$ cat src/rtl/mem_arb.sv
// mem_arb: arbitrates a fetch port (I) and a data port (D) onto one memory
// command port. Requests are captured into per-port holding registers, granted
// round-robin, and the memory response (or a timeout) is routed back to the
// port that owns the bus.

module mem_arb #(
    parameter int ADDR_WIDTH = 32,
    parameter int DATA_WIDTH = 32,
    parameter int BEN_WIDTH  = 4,
    parameter int TIMEOUT    = 256
) (
    input  logic                  clk,
    input  logic                  nrst,
    // fetch port
    input  logic [ADDR_WIDTH-1:0] i_IAddr,
    input  logic                  i_IRdC,
    output logic [DATA_WIDTH-1:0] o_IData,
    output logic                  o_IRdy,
    output logic                  o_IErr,
    // data port
    input  logic [ADDR_WIDTH-1:0] i_DAddr,
    input  logic                  i_DCmd,
    input  logic                  i_DRnW,
    input  logic [BEN_WIDTH-1:0]  i_DBen,
    input  logic [DATA_WIDTH-1:0] i_DData,
    output logic [DATA_WIDTH-1:0] o_DData,
    output logic                  o_DRdy,
    output logic                  o_DErr,
    // memory port
    output logic [ADDR_WIDTH-1:0] o_MAddr,
    output logic                  o_MCmd,
    output logic                  o_MRnW,
    output logic [BEN_WIDTH-1:0]  o_MBen,
    output logic [DATA_WIDTH-1:0] o_MData,
    input  logic [DATA_WIDTH-1:0] i_MData,
    input  logic                  i_MRdy,
    input  logic                  i_MErr
);

    typedef enum logic [1:0] {
        IDLE = 2'd0,
        IBUS = 2'd1,
        DBUS = 2'd2
    } state_t;

    // Counter is wide enough to reach TIMEOUT; a 1-bit dummy when disabled.
    localparam int               CNT_W     = (TIMEOUT > 0) ? $clog2(TIMEOUT + 1) : 1;
    localparam logic [CNT_W-1:0] TMO_LIMIT = CNT_W'(TIMEOUT);
    localparam logic [CNT_W-1:0] CNT_ONE   = CNT_W'(1);
    localparam logic [CNT_W-1:0] CNT_ZERO  = CNT_W'(0);
    localparam logic             TMO_EN    = (TIMEOUT > 0);

    // FSM and arbitration state
    state_t                state_q, state_d;
    logic                  last_d_q, last_d_d;   // 1: data port was served last
    logic [CNT_W-1:0]      cnt_q, cnt_d;

    // Holding registers; the pending flag stays set while the request is in flight
    logic                  i_pend_q, i_pend_d;
    logic [ADDR_WIDTH-1:0] i_addr_q, i_addr_d;
    logic                  d_pend_q, d_pend_d;
    logic [ADDR_WIDTH-1:0] d_addr_q, d_addr_d;
    logic                  d_rnw_q, d_rnw_d;
    logic [BEN_WIDTH-1:0]  d_ben_q, d_ben_d;
    logic [DATA_WIDTH-1:0] d_data_q, d_data_d;

    // Registered memory-side outputs
    logic                  m_cmd_q, m_cmd_d;
    logic [ADDR_WIDTH-1:0] m_addr_q, m_addr_d;
    logic                  m_rnw_q, m_rnw_d;
    logic [BEN_WIDTH-1:0]  m_ben_q, m_ben_d;
    logic [DATA_WIDTH-1:0] m_data_q, m_data_d;

    // Combinational helpers
    logic                  i_stb_s, d_stb_s;
    logic                  i_req_s, d_req_s;
    logic [ADDR_WIDTH-1:0] i_addr_s, d_addr_s;
    logic                  d_rnw_s;
    logic [BEN_WIDTH-1:0]  d_ben_s;
    logic [DATA_WIDTH-1:0] d_data_s;
    logic                  busy_s, tmo_s, err_s, rdy_s, done_s;
    logic                  gnt_i_s, gnt_d_s;

    // Effective requests: a held request, or a strobe accepted this very cycle.
    always_comb begin
        i_stb_s = i_IRdC & ~i_pend_q;
        d_stb_s = i_DCmd & ~d_pend_q;
        i_req_s = i_pend_q | i_stb_s;
        d_req_s = d_pend_q | d_stb_s;
        if (i_pend_q) begin
            i_addr_s = i_addr_q;
        end else begin
            i_addr_s = i_IAddr;
        end
        if (d_pend_q) begin
            d_addr_s = d_addr_q;
            d_rnw_s  = d_rnw_q;
            d_ben_s  = d_ben_q;
            d_data_s = d_data_q;
        end else begin
            d_addr_s = i_DAddr;
            d_rnw_s  = i_DRnW;
            d_ben_s  = i_DBen;
            d_data_s = i_DData;
        end
    end

    // Qualify the memory response; error (including timeout) beats ready.
    always_comb begin
        busy_s = (state_q == IBUS) || (state_q == DBUS);
        tmo_s  = TMO_EN & busy_s & (cnt_q == TMO_LIMIT);
        err_s  = busy_s & (i_MErr | tmo_s);
        rdy_s  = busy_s & i_MRdy & ~err_s;
        done_s = err_s | rdy_s;
    end

    // Pick the port that owns the bus after the next edge.
    always_comb begin
        gnt_i_s = 1'b0;
        gnt_d_s = 1'b0;
        case (state_q)
            IDLE: begin
                if (i_req_s && d_req_s) begin
                    gnt_i_s = last_d_q;
                    gnt_d_s = ~last_d_q;
                end else begin
                    gnt_i_s = i_req_s;
                    gnt_d_s = d_req_s;
                end
            end
            // A finishing transaction hands straight over to the other port
            IBUS: begin
                gnt_d_s = done_s & d_req_s;
            end
            DBUS: begin
                gnt_i_s = done_s & i_req_s;
            end
            default: begin
                gnt_i_s = 1'b0;
                gnt_d_s = 1'b0;
            end
        endcase
    end

    // Next-state: strobe capture, completion bookkeeping, timeout count, grant.
    always_comb begin
        state_d  = state_q;
        last_d_d = last_d_q;
        cnt_d    = cnt_q;
        i_addr_d = i_addr_q;
        d_addr_d = d_addr_q;
        d_rnw_d  = d_rnw_q;
        d_ben_d  = d_ben_q;
        d_data_d = d_data_q;
        m_cmd_d  = 1'b0;
        m_addr_d = m_addr_q;
        m_rnw_d  = m_rnw_q;
        m_ben_d  = m_ben_q;
        m_data_d = m_data_q;

        if (i_stb_s) begin
            i_pend_d = 1'b1;
            i_addr_d = i_IAddr;
        end else begin
            i_pend_d = i_pend_q;
        end

        if (d_stb_s) begin
            d_pend_d = 1'b1;
            d_addr_d = i_DAddr;
            d_rnw_d  = i_DRnW;
            d_ben_d  = i_DBen;
            d_data_d = i_DData;
        end else begin
            d_pend_d = d_pend_q;
        end

        case (state_q)
            IDLE: begin
                cnt_d = CNT_ZERO;
            end
            IBUS: begin
                if (done_s) begin
                    i_pend_d = 1'b0;
                    last_d_d = 1'b0;
                    state_d  = IDLE;
                end else if (TMO_EN) begin
                    cnt_d = cnt_q + CNT_ONE;
                end else begin
                    cnt_d = cnt_q;
                end
            end
            DBUS: begin
                if (done_s) begin
                    d_pend_d = 1'b0;
                    last_d_d = 1'b1;
                    state_d  = IDLE;
                end else if (TMO_EN) begin
                    cnt_d = cnt_q + CNT_ONE;
                end else begin
                    cnt_d = cnt_q;
                end
            end
            default: begin
                state_d = IDLE;
            end
        endcase

        if (gnt_i_s) begin
            state_d  = IBUS;
            cnt_d    = CNT_ZERO;
            m_cmd_d  = 1'b1;
            m_addr_d = i_addr_s;
            m_rnw_d  = 1'b1;
            m_ben_d  = {BEN_WIDTH{1'b1}};
            m_data_d = {DATA_WIDTH{1'b0}};
        end else if (gnt_d_s) begin
            state_d  = DBUS;
            cnt_d    = CNT_ZERO;
            m_cmd_d  = 1'b1;
            m_addr_d = d_addr_s;
            m_rnw_d  = d_rnw_s;
            m_ben_d  = d_ben_s;
            m_data_d = d_data_s;
        end else begin
            m_cmd_d = 1'b0;
        end
    end

    // All state and memory-side outputs; reset aborts any transaction.
    always_ff @(posedge clk or negedge nrst) begin
        if (!nrst) begin
            state_q  <= IDLE;
            last_d_q <= 1'b1;
            cnt_q    <= CNT_ZERO;
            i_pend_q <= 1'b0;
            i_addr_q <= {ADDR_WIDTH{1'b0}};
            d_pend_q <= 1'b0;
            d_addr_q <= {ADDR_WIDTH{1'b0}};
            d_rnw_q  <= 1'b0;
            d_ben_q  <= {BEN_WIDTH{1'b0}};
            d_data_q <= {DATA_WIDTH{1'b0}};
            m_cmd_q  <= 1'b0;
            m_addr_q <= {ADDR_WIDTH{1'b0}};
            m_rnw_q  <= 1'b0;
            m_ben_q  <= {BEN_WIDTH{1'b0}};
            m_data_q <= {DATA_WIDTH{1'b0}};
        end else begin
            state_q  <= state_d;
            last_d_q <= last_d_d;
            cnt_q    <= cnt_d;
            i_pend_q <= i_pend_d;
            i_addr_q <= i_addr_d;
            d_pend_q <= d_pend_d;
            d_addr_q <= d_addr_d;
            d_rnw_q  <= d_rnw_d;
            d_ben_q  <= d_ben_d;
            d_data_q <= d_data_d;
            m_cmd_q  <= m_cmd_d;
            m_addr_q <= m_addr_d;
            m_rnw_q  <= m_rnw_d;
            m_ben_q  <= m_ben_d;
            m_data_q <= m_data_d;
        end
    end

    assign o_MCmd  = m_cmd_q;
    assign o_MAddr = m_addr_q;
    assign o_MRnW  = m_rnw_q;
    assign o_MBen  = m_ben_q;
    assign o_MData = m_data_q;

    // Route the memory response back to the port that owns the bus.
    always_comb begin
        o_IRdy = (state_q == IBUS) & rdy_s;
        o_IErr = (state_q == IBUS) & err_s;
        o_DRdy = (state_q == DBUS) & rdy_s;
        o_DErr = (state_q == DBUS) & err_s;
        if (state_q == IBUS) begin
            o_IData = i_MData;
        end else begin
            o_IData = {DATA_WIDTH{1'b0}};
        end
        if (state_q == DBUS) begin
            o_DData = i_MData;
        end else begin
            o_DData = {DATA_WIDTH{1'b0}};
        end
    end

endmodule

$ cat config.mk
export PLATFORM = sky130hd
export DESIGN_NAME = mem_arb
export DESIGN_NICKNAME = d
export VERILOG_FILES = /design/src/rtl/mem_arb.sv
export SDC_FILE = /design/constraint.sdc
export NUM_CORES = 1
export LEC_CHECK = 0
export CELL_PAD_IN_SITES_DETAIL_PLACEMENT = 0
export CELL_PAD_IN_SITES_GLOBAL_PLACEMENT = 2
export CORE_UTILIZATION = 33
export CTS_CLUSTER_DIAMETER = 200
export DETAILED_ROUTE_END_ITERATION = 6
export GPL_TIMING_DRIVEN = 0
export PLACE_DENSITY = 0.95
export SLEW_MARGIN = 20
export SYNTH_ARGS = -nofsm -noshare
export SYNTH_HDL_FRONTEND = slang
export SYNTH_SLANG_ARGS = --single-unit
$ cat constraint.sdc
create_clock -name clk -period 5.65 [get_ports clk]
set_input_delay 0.565 -clock clk [delete_from_list [all_inputs] [get_ports clk]]
set_output_delay 0.565 -clock clk [all_outputs]
set_load 0.03 [all_outputs]
==> qor.json, run 1 <==
{
  "grt_use_total_pct": 17.54,
  "die_w_um": 168.2,
  "power_per_cell_area_nw_per_um2": 618.8,
  "antenna_found_initial": 2,
  "post-layout-total-power_mw": 8.008,
  "placementRows": 60,
  "vias_per_cell": 4.788,
  "timing.clock.skew_ns": 0.01709,
  "pwr-share-clk_pct": 14.6,
  "antenna_left": 0,
  "cp_data_required_time_ns": 5.09,
  "cts-htree-levels": 4,
  "boundaryPins": 277,
  "routed-via-count": 6651,
  "internal_power_consumption_mw": 4.709,
  "top_usage_layer": "met2",
  "globalRouteMet1Util_pct": 23.27,
  "placement.io_buffers": 276,
  "design.die.area_um2": 28290,
  "core_area_um2": 27030,
  "synth_sequential_area_ratio_pct": 50.81,
  "power.share.switching_pct": 41.20,
  "drcViolationCount": 0,
  "grt_overflow": 0,
  "type_of_destination_of_the_critical_path": "output pin",
  "layout-drive-gt1-share_pct": 16.81,
  "arr_time_crit_path_ns": 2.72,
  "hold_class": "flop to flop",
  "filler_cell_count": 2492,
  "synthesis.nets": 881,
  "syn-mean-instance-area_um2": 12.38,
  "period_needed_ns": 3.288,
  "final_worst_path_cycle_share_pct": 58.20,
  "synth.ff_latch_count": 185,
  "cts_tree": "built",
  "crit_chain": "or4_4 -> nor4_1 -> nor2_1 -> nor2_1 -> clkdlybuf4s50_1",
  "cp_delay_by_family_top": "simple AND/OR/NAND/NOR gates",
  "outcome": "finished clean",
  "grt_max_degree": 92,
  "max-vdd-ir-drop_uv": 259.8,
  "clkLatencyLatePin_ns": 0.44,
  "post_cts.repair.setup_buffers": 0,
  "worst-slew-pin-transition_ns": 0.8296,
  "dr.first_iter.drc_count": 304,
  "cts.repair.resized": 0,
  "syn-cell-area_um2": 9114,
  "use_met2_pct": 28.62,
  "synthToLayoutAreaGrowth_pct": 42.01,
  "cts_root_buf": "sky130_fd_sc_hd__clkbuf_16",
  "finalHoldViolations": 0,
  "crit_slowest_cell": "sky130_fd_sc_hd__clkdlybuf4s50_1",
  "setup_violations": 0,
  "whs_ns": 0.4919,
  "critPathLaunchType": "flop",
  "cap_viol_max_count": 0,
  "cts_made_buffers": 17,
  "wl_per_cell_um": 17.59,
  "route.final.wire_length_um": 24430,
  "place.gp.congestion": 0.7604,
  "yosys_warn_count": 0,
  "sequentialPowerShare_pct": 28.8,
  "critical_path_class": "flop to output pin",
  "timing.slew.headroom_pct": 44.70,
  "initial_utilization_pct": 33.72,
  "grt_use_met3_pct": 4.607,
  "placed_area_um2": 12360,
  "final_nets": 1179,
  "postSynthCellCount": 736,
  "p_comb_share_pct": 56.6,
  "drt_pass1_iterations": 4,
  "switching_power_mw": 3.299,
  "cell_area_after_layout_um2": 12940,
  "dp_hpwl_um": 17710,
  "clk_sink_count": 185,
  "synth.distinct_cells": 41,
  "cts.path.max_buffers": 2,
  "final_max_slew_viol_count": 0,
  "clk_transition_reported_paths_ns": 0.07,
  "unrepaired_setup_endpoints_after_global_routing": "false",
  "worstPathBufferInverterCount": 1,
  "die_h_um": 168.2,
  "timing.critical_path.mode_cell": "sky130_fd_sc_hd__nor2_1",
  "max_stage_delay_ns": 0.69,
  "global_route_wire_length_before_repair_um": 38470,
  "number_of_global_route_vias_before_repair": 6904,
  "power.static_leakage_nw": 5.674,
  "maxClockFrequency_mhz": 304.1,
  "crit_path_max_fanout": 6
}
kinds of logic after synthesis:
group	count (synthesis)	share of synthesized area [%]
compound gates	68	5.327
fa+ha+maj	6	0.8237
buf+inv	60	3.007
flops	185	50.81
mux	272	31.77
simple gates	145	8.265
sequential cells by signal, summed over array words and instances, names as in the netlist:
signal    count
state_q       2
o_MData      32
d_pend_q      1
last_d_q      1
i_pend_q      1
d_rnw_q       1
d_data_q     32
cnt_q         9
o_MCmd        1
o_MAddr      32
i_addr_q     32
d_addr_q     32
o_MBen        4
d_ben_q       4
o_MRnW        1
final timing paths:
check                      cells past startpoint  slack, ns                     start                       end
min in group asynchronous                      2       0.54                      nrst   o_MData[25]$_DFFE_PN0P_
setup / recovery                               5       2.36      cnt_q[5]$_DFFE_PN0P_                    o_IErr
max in group asynchronous                      3       4.40                      nrst  i_addr_q[31]$_DFFE_PN0P_
hold / removal                                 1       0.49  i_addr_q[29]$_DFFE_PN0P_  i_addr_q[29]$_DFFE_PN0P_
hold reg to reg                                1       0.49  i_addr_q[29]$_DFFE_PN0P_  i_addr_q[29]$_DFFE_PN0P_
setup reg to reg                               6       2.43        d_pend_q$_DFF_PN0_    d_ben_q[0]$_DFFE_PN0P_
cells in the final DEF (no fill, tap or decap), types with 10 or more instances in the layout:
cell type                           n
sky130_fd_sc_hd__buf_1             11
sky130_fd_sc_hd__clkbuf_16         17
sky130_fd_sc_hd__inv_1             10
sky130_fd_sc_hd__mux2i_1          134
sky130_fd_sc_hd__mux2_1            18
sky130_fd_sc_hd__nor2_1            42
sky130_fd_sc_hd__clkdlybuf4s50_1  275
sky130_fd_sc_hd__clkbuf_1          22
sky130_fd_sc_hd__a211oi_1          32
sky130_fd_sc_hd__nand2_1           21
sky130_fd_sc_hd__and2_1            64
sky130_fd_sc_hd__dfrtp_1          184
sky130_fd_sc_hd__mux2_2           120
through the flow:
| stage | worst slack [ns] | instances | util (%) | setup TNS, ns |
|---|---|---|---|---|
| final | 2.362 | 1389 | 47.89 | 0 |
| after global routing | 2.214 | 1388 | 47.88 | 0 |
| after CTS | 2.319 | 1388 | 47.88 | 0 |
| after detailed placement | 2.271 | 1355 | 45.75 | 0 |
| after global placement | -4.093 | 1353 | 45.52 | -752.30 |
| after floorplan | 3.194 | 736 | - | 0 |
power by group through the flow:
| stage | sequential [mW] | combinational [mW] | clock, mW |
|---|---|---|---|
| floorplan | 2.74 | 2.64 | 0 |
| global placement | 2.31 | 4.51 | 0 |
| detailed placement | 2.33 | 4.58 | 0 |
| CTS | 2.31 | 4.59 | 1.21 |
| global route | 2.39 | 4.90 | 1.25 |
| finish | 2.31 | 4.53 | 1.17 |
Yosys cell counts:
library cell | n | area, µm²
sky130_fd_sc_hd__nor2_1 | 42 | 157.7
sky130_fd_sc_hd__buf_2 | 9 | 45.04
sky130_fd_sc_hd__nand3b_1 | 1 | 7.510
sky130_fd_sc_hd__o21ai_0 | 9 | 45.04
sky130_fd_sc_hd__a22o_1 | 1 | 8.760
sky130_fd_sc_hd__mux2_1 | 18 | 202.7
sky130_fd_sc_hd__o211ai_1 | 1 | 7.510
sky130_fd_sc_hd__a211oi_1 | 32 | 240.2
sky130_fd_sc_hd__o31ai_1 | 1 | 7.510
sky130_fd_sc_hd__a21o_1 | 3 | 22.52
sky130_fd_sc_hd__nand3_1 | 3 | 15.01
sky130_fd_sc_hd__o22a_1 | 1 | 8.760
sky130_fd_sc_hd__o21ai_1 | 2 | 10.01
sky130_fd_sc_hd__or3_1 | 1 | 6.260
sky130_fd_sc_hd__buf_4 | 6 | 45.04
sky130_fd_sc_hd__o41a_1 | 1 | 11.26
sky130_fd_sc_hd__inv_1 | 10 | 37.54
sky130_fd_sc_hd__o41ai_1 | 1 | 8.760
sky130_fd_sc_hd__mux2i_1 | 134 | 1341
sky130_fd_sc_hd__and2_1 | 64 | 400.4
sky130_fd_sc_hd__or4_4 | 1 | 11.26
sky130_fd_sc_hd__a21oi_1 | 9 | 45.04
sky130_fd_sc_hd__nand2_1 | 21 | 78.83
sky130_fd_sc_hd__buf_6 | 2 | 22.52
sky130_fd_sc_hd__nand2b_1 | 2 | 12.51
sky130_fd_sc_hd__buf_1 | 11 | 41.29
sky130_fd_sc_hd__mux2_2 | 120 | 1351
sky130_fd_sc_hd__nand4_1 | 2 | 12.51
sky130_fd_sc_hd__and3_1 | 4 | 25.02
sky130_fd_sc_hd__dfstp_2 | 1 | 26.28
sky130_fd_sc_hd__nor4_1 | 1 | 6.260
sky130_fd_sc_hd__o31ai_4 | 1 | 21.27
sky130_fd_sc_hd__nor3_1 | 1 | 5.000
sky130_fd_sc_hd__or4_1 | 2 | 15.01
sky130_fd_sc_hd__o41ai_2 | 1 | 16.27
sky130_fd_sc_hd__a22oi_1 | 1 | 7.510
sky130_fd_sc_hd__clkbuf_1 | 22 | 82.58
sky130_fd_sc_hd__o22ai_1 | 2 | 12.51
sky130_fd_sc_hd__a31oi_1 | 2 | 12.51
sky130_fd_sc_hd__dfrtp_1 | 184 | 4604
sky130_fd_sc_hd__ha_1 | 6 | 75.07
cell type report:
class,count,area (µm²),share of cell area [%]
antenna,1,2.502,0.01933
buffer,50,236.5,1.827
clock buffer,18,439.2,3.393
clock inverter,14,127.6,0.9861
inverter,10,37.54,0.2900
multi-input combinational,491,4209,32.52
sequential,185,4631,35.78
tap,341,426.7,3.297
timing repair buffer,279,2833,21.89
timing repair:
item | CTS | global route
endpoints found under the setup margin | 0 | 0
hold buffers | 1 | 0
endpoints found under the hold margin | 13 | 0
routing by layer:
metal  routed length [µm]  up-vias
met2                11410      146
met1                11460     3263
met5                    0        -
li1                     -     3224
met4                  235        0
met3                 1327       18
Note: power is estimated with default switching activity, not from simulation.
==> run 2, diff against run 1 <==
--- a/config.mk
+++ b/config.mk
@@ -7,11 +7,11 @@
 export LEC_CHECK = 0
 export CELL_PAD_IN_SITES_DETAIL_PLACEMENT = 0
 export CELL_PAD_IN_SITES_GLOBAL_PLACEMENT = 2
-export CORE_UTILIZATION = 33
+export CORE_UTILIZATION = 30
 export CTS_CLUSTER_DIAMETER = 200
 export DETAILED_ROUTE_END_ITERATION = 6
 export GPL_TIMING_DRIVEN = 0
-export PLACE_DENSITY = 0.95
+export PLACE_DENSITY = 0.89
 export SLEW_MARGIN = 20
 export SYNTH_ARGS = -nofsm -noshare
 export SYNTH_HDL_FRONTEND = slang
==> constraint.sdc (replaced) <==
create_clock -name clk -period 3.18 [get_ports clk]
set_input_delay 0.318 -clock clk [delete_from_list [all_inputs] [get_ports clk]]
set_output_delay 0.318 -clock clk [all_outputs]
set_load 0.03 [all_outputs]
==> run 2 against run 1 <==
- largest cell class unchanged
- hold slack got worse by 0.16 ns
- utilization fell by 4.2 points
- via count fell by 0.56%
- final area rose by 0.64%
- clock skew fell by 0.0067 ns
- setup slack got worse by 2.1 ns
- sequential power rose by 77%
- first-iteration DRC count fell by 17%
- die area rose by 9.9%
- count of clock-buffer cells in the layout did not move
- wire length rose by 0.50%
==> qor.json, run 2 (same netlist as run 1, synthesis figures left out) <==
{
  "rr_startpoint": "cnt_q[5]$_DFFE_PN0P_",
  "arr_time_crit_path": {"value": 2.65, "unit": "ns", "change": "-0.07 ns"},
  "critical_path_class": "flop to output pin",
  "internal_power_consumption": {"value": 8.371, "unit": "mW", "change": "+78%"},
  "clk_sink_count": {"value": 185, "change": "unchanged"},
  "post-layout-total-power": {"value": 14.19, "unit": "mW", "change": "+77%"},
  "design.die.area": {"value": 31080, "unit": "µm²", "change": "+9.9%"},
  "most-common-layout-cells": "sky130_fd_sc_hd__clkdlybuf4s50_1 (275), sky130_fd_sc_hd__dfrtp_1 (184), sky130_fd_sc_hd__mux2i_1 (134)",
  "global_route_wire_length_before_repair": {"value": 38920, "unit": "µm", "change": "+1.1%"},
  "layout-drive-gt1-share": {"value": 17.10, "unit": "%", "change": "+0.29 points"},
  "cts_made_buffers": {"value": 17, "change": "unchanged"},
  "cts_tree": "built",
  "cts.path.max_buffers": {"value": 2, "change": "unchanged"},
  "die_h": {"value": 176.3, "unit": "µm", "change": "+4.8%"},
  "final_max_slew_viol_count": {"value": 0, "change": "unchanged"},
  "r2r-end": "o_MBen[0]$_DFFE_PN0P_",
  "route.final.wire_length": {"value": 24550, "unit": "µm", "change": "+0.50%"},
  "period_needed_ns": 2.966,
  "sequentialPowerShare": {"value": 28.8, "unit": "%", "change": "about the same"},
  "finalHoldViolations": {"value": 0, "change": "unchanged"},
  "setup_violations": {"value": 0, "change": "unchanged"},
  "whs": {"value": 0.3323, "unit": "ns", "change": "-0.1596 ns"},
  "power.static_leakage": {"value": 5.688, "unit": "nW", "change": "+0.25%"},
  "placementRows": {"value": 63, "change": "+5.0%"},
  "die_w": {"value": 176.3, "unit": "µm", "change": "+4.8%"},
  "max-vdd-ir-drop": {"value": 557.8, "unit": "µV", "change": "+110%"},
  "dr.first_iter.drc_count": {"value": 251, "change": "-17%"},
  "final_nets": {"value": 1179, "change": "unchanged"},
  "grt_use_total": {"value": 16.16, "unit": "%", "change": "-1.4 points"},
  "antenna_found_initial": {"value": 4, "change": "+2"},
  "timing.setup.tns": {"value": 0, "unit": "ns", "change": "unchanged"},
  "filler_cell_count": {"value": 2801, "change": "+12%"},
  "critPathLaunchType": "flop",
  "pwr-share-clk": {"value": 14.8, "unit": "%", "change": "+0.2 points"},
  "crit_path_max_fanout": {"value": 6, "change": "unchanged"},
  "initial_utilization": {"value": 30.59, "unit": "%", "change": "-3.1 points"},
  "multiInputGateArea": {"value": 4220, "unit": "µm²", "change": "+0.27%"},
  "grt_max_degree": {"value": 89, "change": "-3.3%"},
  "antenna_left": {"value": 0, "change": "unchanged"},
  "dp_hpwl": {"value": 18020, "unit": "µm", "change": "+1.7%"},
  "rrSetupSlack": {"value": 0.30, "unit": "ns", "change": "-2.13 ns"},
  "clkLatencyLatePin": {"value": 0.42, "unit": "ns", "change": "-0.02 ns"},
  "outcome": "finished clean",
  "finish.cell_count_without_fillers": {"value": 1438, "change": "+3.5%"},
  "vias_per_cell": {"value": 4.599, "change": "-3.9%"},
  "type_of_destination_of_the_critical_path": "output pin",
  "final_worst_path_cycle_share_pct": 93.26,
  "place.gp.congestion": {"value": 0.7562, "change": "-0.55%"},
  "cap_viol_max_count": {"value": 0, "change": "unchanged"},
  "boundaryPins": {"value": 277, "change": "unchanged"},
  "placement.io_buffers": {"value": 276, "change": "unchanged"},
  "number_of_global_route_vias_before_repair": {"value": 6730, "change": "-2.5%"},
  "drt_pass1_iterations": {"value": 4, "change": "unchanged"},
  "placed_area": {"value": 12420, "unit": "µm²", "change": "+0.50%"},
  "switching_power": {"value": 5.818, "unit": "mW", "change": "+76%"},
  "routed-via-count": {"value": 6614, "change": "-0.56%"},
  "seq_area": {"value": 4631, "unit": "µm²", "change": "unchanged"},
  "wl_per_cell": {"value": 17.07, "unit": "µm", "change": "-2.9%"},
  "place.detailed.instances": {"value": 1404, "change": "+3.6%"},
  "grt_overflow": {"value": 0, "change": "unchanged"},
  "drcViolationCount": {"value": 0, "change": "unchanged"},
  "hold_class": "input pin to async pin",
  "synthToLayoutAreaGrowth_pct": 42.92,
  "worst-r2r-cell-count": {"value": 8, "change": "+2"},
  "p_comb_share": {"value": 56.4, "unit": "%", "change": "-0.2 points"},
  "cts-htree-levels": {"value": 4, "change": "unchanged"},
  "layout_commonest_cell": "sky130_fd_sc_hd__clkdlybuf4s50_1",
  "maxClockFrequency_mhz": 337.2,
  "timing.clock.skew": {"value": 0.01042, "unit": "ns", "change": "-0.006668 ns"},
  "timing.slew.headroom": {"value": 43.15, "unit": "%", "change": "-1.5 points"},
  "cts_root_buf": "sky130_fd_sc_hd__clkbuf_16",
  "clk_transition_reported_paths": {"value": 0.08, "unit": "ns", "change": "about the same"},
  "power.share.switching": {"value": 41.00, "unit": "%", "change": "-0.19 points"},
  "cp_data_required_time": {"value": 2.86, "unit": "ns", "change": "-2.23 ns"},
  "unrepaired_setup_endpoints_after_global_routing": "false",
  "power_per_cell_area": {"value": 1089, "unit": "nW/µm²", "change": "+76%"},
  "core_area": {"value": 29800, "unit": "µm²", "change": "+10%"},
  "worst-slew-pin-transition": {"value": 0.8528, "unit": "ns", "change": "+0.02321 ns"},
  "cell_area_after_layout": {"value": 13030, "unit": "µm²", "change": "+0.64%"}
}
==> run 2: layout make-up <==
| cell class | instances | share of cell area [%] |
|---|---|---|
| flip-flops and latches | 185 | 35.55 |
| multi-input cells | 491 | 32.40 |
| repair buffers | 279 | 21.75 |
| well taps | 390 | 3.746 |
| clock buffers | 18 | 3.372 |
| plain buffers | 50 | 1.844 |
| clock inverters | 14 | 1.028 |
| inverters | 10 | 0.2882 |
| diodes | 1 | 0.01921 |
==> run 2: metrics by stage <==
stage               util [%]  setup WS (ns)
floorplan                  -         0.7236
global placement       41.50         -6.351
detailed placement     41.70        0.05684
CTS                    43.66        0.03740
global route           43.71        0.01477
finish                 43.71         0.2143
==> run 2: per-layer routing <==
metal	global-route usage [%]	part of all wire, %	wire length, µm	up-vias
li1	-	-	-	3215
met1	21.66	46	11370	3234
met2	25.62	47	11450	142
met3	4.866	6.1	1490	17
met4	3.406	0.77	189	6
met5	0	0.18	45	-
==> run 2: worst max-delay path: stages, from the launching register on <==
cell and delay [ns]:
sky130_fd_sc_hd__dfrtp_1 0.44, sky130_fd_sc_hd__or4_4 0.59, sky130_fd_sc_hd__nor4_1 0.27, sky130_fd_sc_hd__nor2_1 0.11
sky130_fd_sc_hd__nor2_1 0.12, sky130_fd_sc_hd__clkdlybuf4s50_1 0.70
==> run 2: repair_timing <==
action,4_1_cts,5_1_grt
hold buffers,1,0
gates resized for setup,0,6
hold endpoints to repair,28,0
buffers inserted,0,0
endpoints found under the setup margin,0,61
==> run 2: worst max-delay path by stage <==
stage / startpoint / cells after the start / endpoint
after floorplan: cnt_q[5]$_DFFE_PN0P_ / 8 / o_MBen[0]$_DFFE_PN0P_
after global placement: nrst / 1 / d_data_q[24]$_DFFE_PN0P_
after detailed placement: cnt_q[5]$_DFFE_PN0P_ / 7 / o_MAddr[5]$_DFFE_PN0P_
after CTS: cnt_q[5]$_DFFE_PN0P_ / 7 / o_MAddr[23]$_DFFE_PN0P_
after global routing: cnt_q[5]$_DFFE_PN0P_ / 5 / o_DErr
final: cnt_q[5]$_DFFE_PN0P_ / 5 / o_DErr
==> run 2: power by group through the flow <==
stage / clock [mW] / sequential, mW / combinational, mW
after detailed placement: 0 / 4.15 / 8.12
after floorplan: 0 / 4.87 / 4.68
after global placement: 0 / 4.10 / 8.02
final: 2.09 / 4.09 / 8.01
after global routing: 2.27 / 4.24 / 8.70
after CTS: 2.18 / 4.10 / 8.15
==> run 3, diff against run 2 <==
--- a/config.mk
+++ b/config.mk
@@ -11,6 +11,7 @@
 export CTS_CLUSTER_DIAMETER = 200
 export DETAILED_ROUTE_END_ITERATION = 6
 export GPL_TIMING_DRIVEN = 0
+export MAX_ROUTING_LAYER = met4
 export PLACE_DENSITY = 0.89
 export SLEW_MARGIN = 20
 export SYNTH_ARGS = -nofsm -noshare
==> run 3 against run 2 <==
- maximum frequency hardly changed
- largest power group unchanged
- critical endpoint unchanged
- utilization hardly changed
- largest cell class unchanged
- non-clock buffer count stayed put
- die area stayed put
- wire length is 0.13% lower
- setup slack better by 0.0029 ns
- highest routed layer is now met4
- global-route usage is 0.45 points higher
- count of clock-buffer cells in the layout stayed put
==> qor.json, run 3 (same netlist as run 1, synthesis figures left out) <==
{
  "worst-slew-pin-transition": {"value": 0.8627, "unit": "ns", "change": "+0.009892 ns"},
  "setup_violations": {"value": 0, "change": "unchanged"},
  "power.share.switching": {"value": 41.00, "unit": "%", "change": "about the same"},
  "max_stage_delay": {"value": 0.70, "unit": "ns", "change": "about the same"},
  "grt_max_degree": {"value": 89, "change": "unchanged"},
  "dp_hpwl": {"value": 18020, "unit": "µm", "change": "unchanged"},
  "met2_length": {"value": 11440, "unit": "µm", "change": "about the same"},
  "placementRows": {"value": 63, "change": "unchanged"},
  "core_area": {"value": 29800, "unit": "µm²", "change": "unchanged"},
  "met3_wirelength": {"value": 1422, "unit": "µm", "change": "-4.6%"},
  "drt_pass1_iterations": {"value": 4, "change": "unchanged"},
  "die_w": {"value": 176.3, "unit": "µm", "change": "unchanged"},
  "design.die.area": {"value": 31080, "unit": "µm²", "change": "unchanged"},
  "grt_use_total": {"value": 16.61, "unit": "%", "change": "+0.45 points"},
  "power_per_cell_area": {"value": 1089, "unit": "nW/µm²", "change": "about the same"},
  "crit_chain": "or4_4 -> nor4_1 -> nor2_1 -> nor2_1 -> clkdlybuf4s50_1",
  "internal_power_consumption": {"value": 8.371, "unit": "mW", "change": "about the same"},
  "route.final.wire_length": {"value": 24520, "unit": "µm", "change": "-0.13%"},
  "place.gp.congestion": {"value": 0.7660, "change": "+1.3%"},
  "cap_viol_max_count": {"value": 0, "change": "unchanged"},
  "post-layout-total-power": {"value": 14.19, "unit": "mW", "change": "about the same"},
  "cell_area_after_layout": {"value": 13030, "unit": "µm²", "change": "about the same"},
  "placement.io_buffers": {"value": 276, "change": "unchanged"},
  "finalWorstSetupSlack": {"value": 0.2173, "unit": "ns", "change": "+0.002928 ns"},
  "layout-drive-gt1-share": {"value": 17.10, "unit": "%", "change": "unchanged"},
  "timing.setup.tns": {"value": 0, "unit": "ns", "change": "unchanged"},
  "antenna_left": {"value": 0, "change": "unchanged"},
  "cts.path.max_buffers": {"value": 2, "change": "unchanged"},
  "unrepaired_setup_endpoints_after_global_routing": "false",
  "highest-signal-layer": "met4",
  "cts_root_buf": "sky130_fd_sc_hd__clkbuf_16",
  "cts_tree": "built",
  "pwr-share-clk": {"value": 14.8, "unit": "%", "change": "about the same"},
  "cp_data_required_time": {"value": 2.86, "unit": "ns", "change": "about the same"},
  "clk_sink_count": {"value": 185, "change": "unchanged"},
  "period_needed": {"value": 2.963, "unit": "ns", "change": "-0.002928 ns"},
  "initial_utilization": {"value": 30.59, "unit": "%", "change": "unchanged"},
  "layout_commonest_cell": "sky130_fd_sc_hd__clkdlybuf4s50_1",
  "clkLatencyLatePin": {"value": 0.44, "unit": "ns", "change": "+0.02 ns"},
  "routed-via-count": {"value": 6609, "change": "-0.076%"},
  "outcome": "finished clean",
  "grt_overflow": {"value": 0, "change": "unchanged"},
  "most-common-layout-cells": "sky130_fd_sc_hd__clkdlybuf4s50_1 (275), sky130_fd_sc_hd__dfrtp_1 (184), sky130_fd_sc_hd__mux2i_1 (134)",
  "hold_class": "input pin to async pin",
  "cts-htree-levels": {"value": 4, "change": "unchanged"},
  "final_worst_path_cycle_share": {"value": 93.17, "unit": "%", "change": "about the same"},
  "antenna_found_initial": {"value": 4, "change": "unchanged"},
  "wl_per_cell": {"value": 17.02, "unit": "µm", "change": "-0.33%"},
  "finalHoldViolations": {"value": 0, "change": "unchanged"},
  "crit_slowest_cell": "sky130_fd_sc_hd__clkdlybuf4s50_1",
  "rr_startpoint": "cnt_q[5]$_DFFE_PN0P_",
  "maxClockFrequency": {"value": 337.5, "unit": "MHz", "change": "about the same"},
  "max-vdd-ir-drop": {"value": 557.1, "unit": "µV", "change": "-0.14%"},
  "vias_per_cell": {"value": 4.586, "change": "-0.28%"},
  "switching_power": {"value": 5.817, "unit": "mW", "change": "about the same"},
  "timing.critical_path.from": "cnt_q[5]$_DFFE_PN0P_",
  "arr_time_crit_path": {"value": 2.64, "unit": "ns", "change": "about the same"},
  "post_cts.repair.setup_buffers": {"value": 0, "change": "unchanged"},
  "number_of_global_route_vias_before_repair": {"value": 6746, "change": "+0.24%"},
  "clk_transition_reported_paths": {"value": 0.08, "unit": "ns", "change": "about the same"},
  "critical_path_class": "flop to output pin",
  "whs": {"value": 0.3252, "unit": "ns", "change": "-0.007061 ns"},
  "final_nets": {"value": 1179, "change": "unchanged"},
  "global_route_wire_length_before_repair": {"value": 38780, "unit": "µm", "change": "-0.34%"},
  "critPathLaunchType": "flop",
  "die_h": {"value": 176.3, "unit": "µm", "change": "unchanged"},
  "cts_made_buffers": {"value": 17, "change": "unchanged"},
  "final_max_slew_viol_count": {"value": 0, "change": "unchanged"},
  "type_of_destination_of_the_critical_path": "output pin",
  "timing.clock.skew": {"value": 0.01163, "unit": "ns", "change": "+0.001208 ns"},
  "power.static_leakage": {"value": 5.688, "unit": "nW", "change": "about the same"},
  "crit_path_max_fanout": {"value": 6, "change": "unchanged"},
  "sequentialPowerShare": {"value": 28.8, "unit": "%", "change": "about the same"},
  "drcViolationCount": {"value": 0, "change": "unchanged"},
  "p_comb_share": {"value": 56.4, "unit": "%", "change": "about the same"},
  "worst_setup_slack_post_dpl": {"value": 0.05684, "unit": "ns", "change": "unchanged"},
  "boundaryPins": {"value": 277, "change": "unchanged"},
  "placed_area": {"value": 12420, "unit": "µm²", "change": "unchanged"},
  "timing.critical_path.mode_cell": "sky130_fd_sc_hd__nor2_1",
  "met1Wirelength": {"value": 11480, "unit": "µm", "change": "+0.91%"},
  "dr.first_iter.drc_count": {"value": 233, "change": "-7.2%"},
  "timing.slew.headroom": {"value": 42.49, "unit": "%", "change": "-0.66 points"},
  "synthToLayoutAreaGrowth": {"value": 43.00, "unit": "%", "change": "about the same"}
}
[run 3: timing repair]
item                                   in CTS  in global routing
setup endpoints to repair                   0                 61
endpoints found under the hold margin      28                  0
gates resized for setup                     0                  6
hold buffers                                1                  0
[run 3: worst max-delay path, delay by kind of cell (launching register included)]
kind                   cells  cell delay (ns)
AND/OR/NAND/NOR            4             1.07
flip-flops                 1             0.44
buffers and inverters      1             0.70
[run 3: power groups by stage]
stage / combinational, mW / sequential, mW / clock, mW
after floorplan: 4.68 / 4.87 / 0
after CTS: 8.15 / 4.10 / 2.18
final: 8.00 / 4.09 / 2.09
after global routing: 8.70 / 4.24 / 2.26
after detailed placement: 8.12 / 4.15 / 0
after global placement: 8.02 / 4.10 / 0
[run 3: per-layer routing]
metal  GRT usage (%)  up-vias
met1           21.55     3236
met4           3.188        0
met3           5.039       12
met2           25.61      147
met5               -        -
li1                -     3214
[run 3: final cells by class]
type                            instances  area (µm²)
Inverter                               10       37.54
Clock buffer                           18       439.2
Buffer                                 50       240.2
Tap cell                              390       488.0
Antenna cell                            4       10.01
Fill cell                            2798       16760
Sequential cell                       185        4631
Timing Repair Buffer                  279        2833
Multi-Input combinational cell        491        4220
Clock inverter                         14       133.9
[run 3: metrics by stage]
| stage | util [%] | instances |
|---|---|---|
| floorplan | - | 736 |
| global placement | 41.50 | 1402 |
| detailed placement | 41.70 | 1404 |
| CTS | 43.66 | 1437 |
| global route | 43.74 | 1441 |
| finish | 43.74 | 1441 |
[run 3: final timing paths]
path	end	slack [ns]	depth (start not counted)
min in group clk	last_d_q$_DFFE_PN1P_	0.49	2
worst max-delay path	o_DErr	0.22	5
max in group asynchronous	o_MData[15]$_DFFE_PN0P_	2.11	3
worst min-delay path	i_addr_q[15]$_DFFE_PN0P_	0.33	2
worst min register to register	last_d_q$_DFFE_PN1P_	0.49	2
worst max register to register	o_MBen[0]$_DFFE_PN0P_	0.29	8
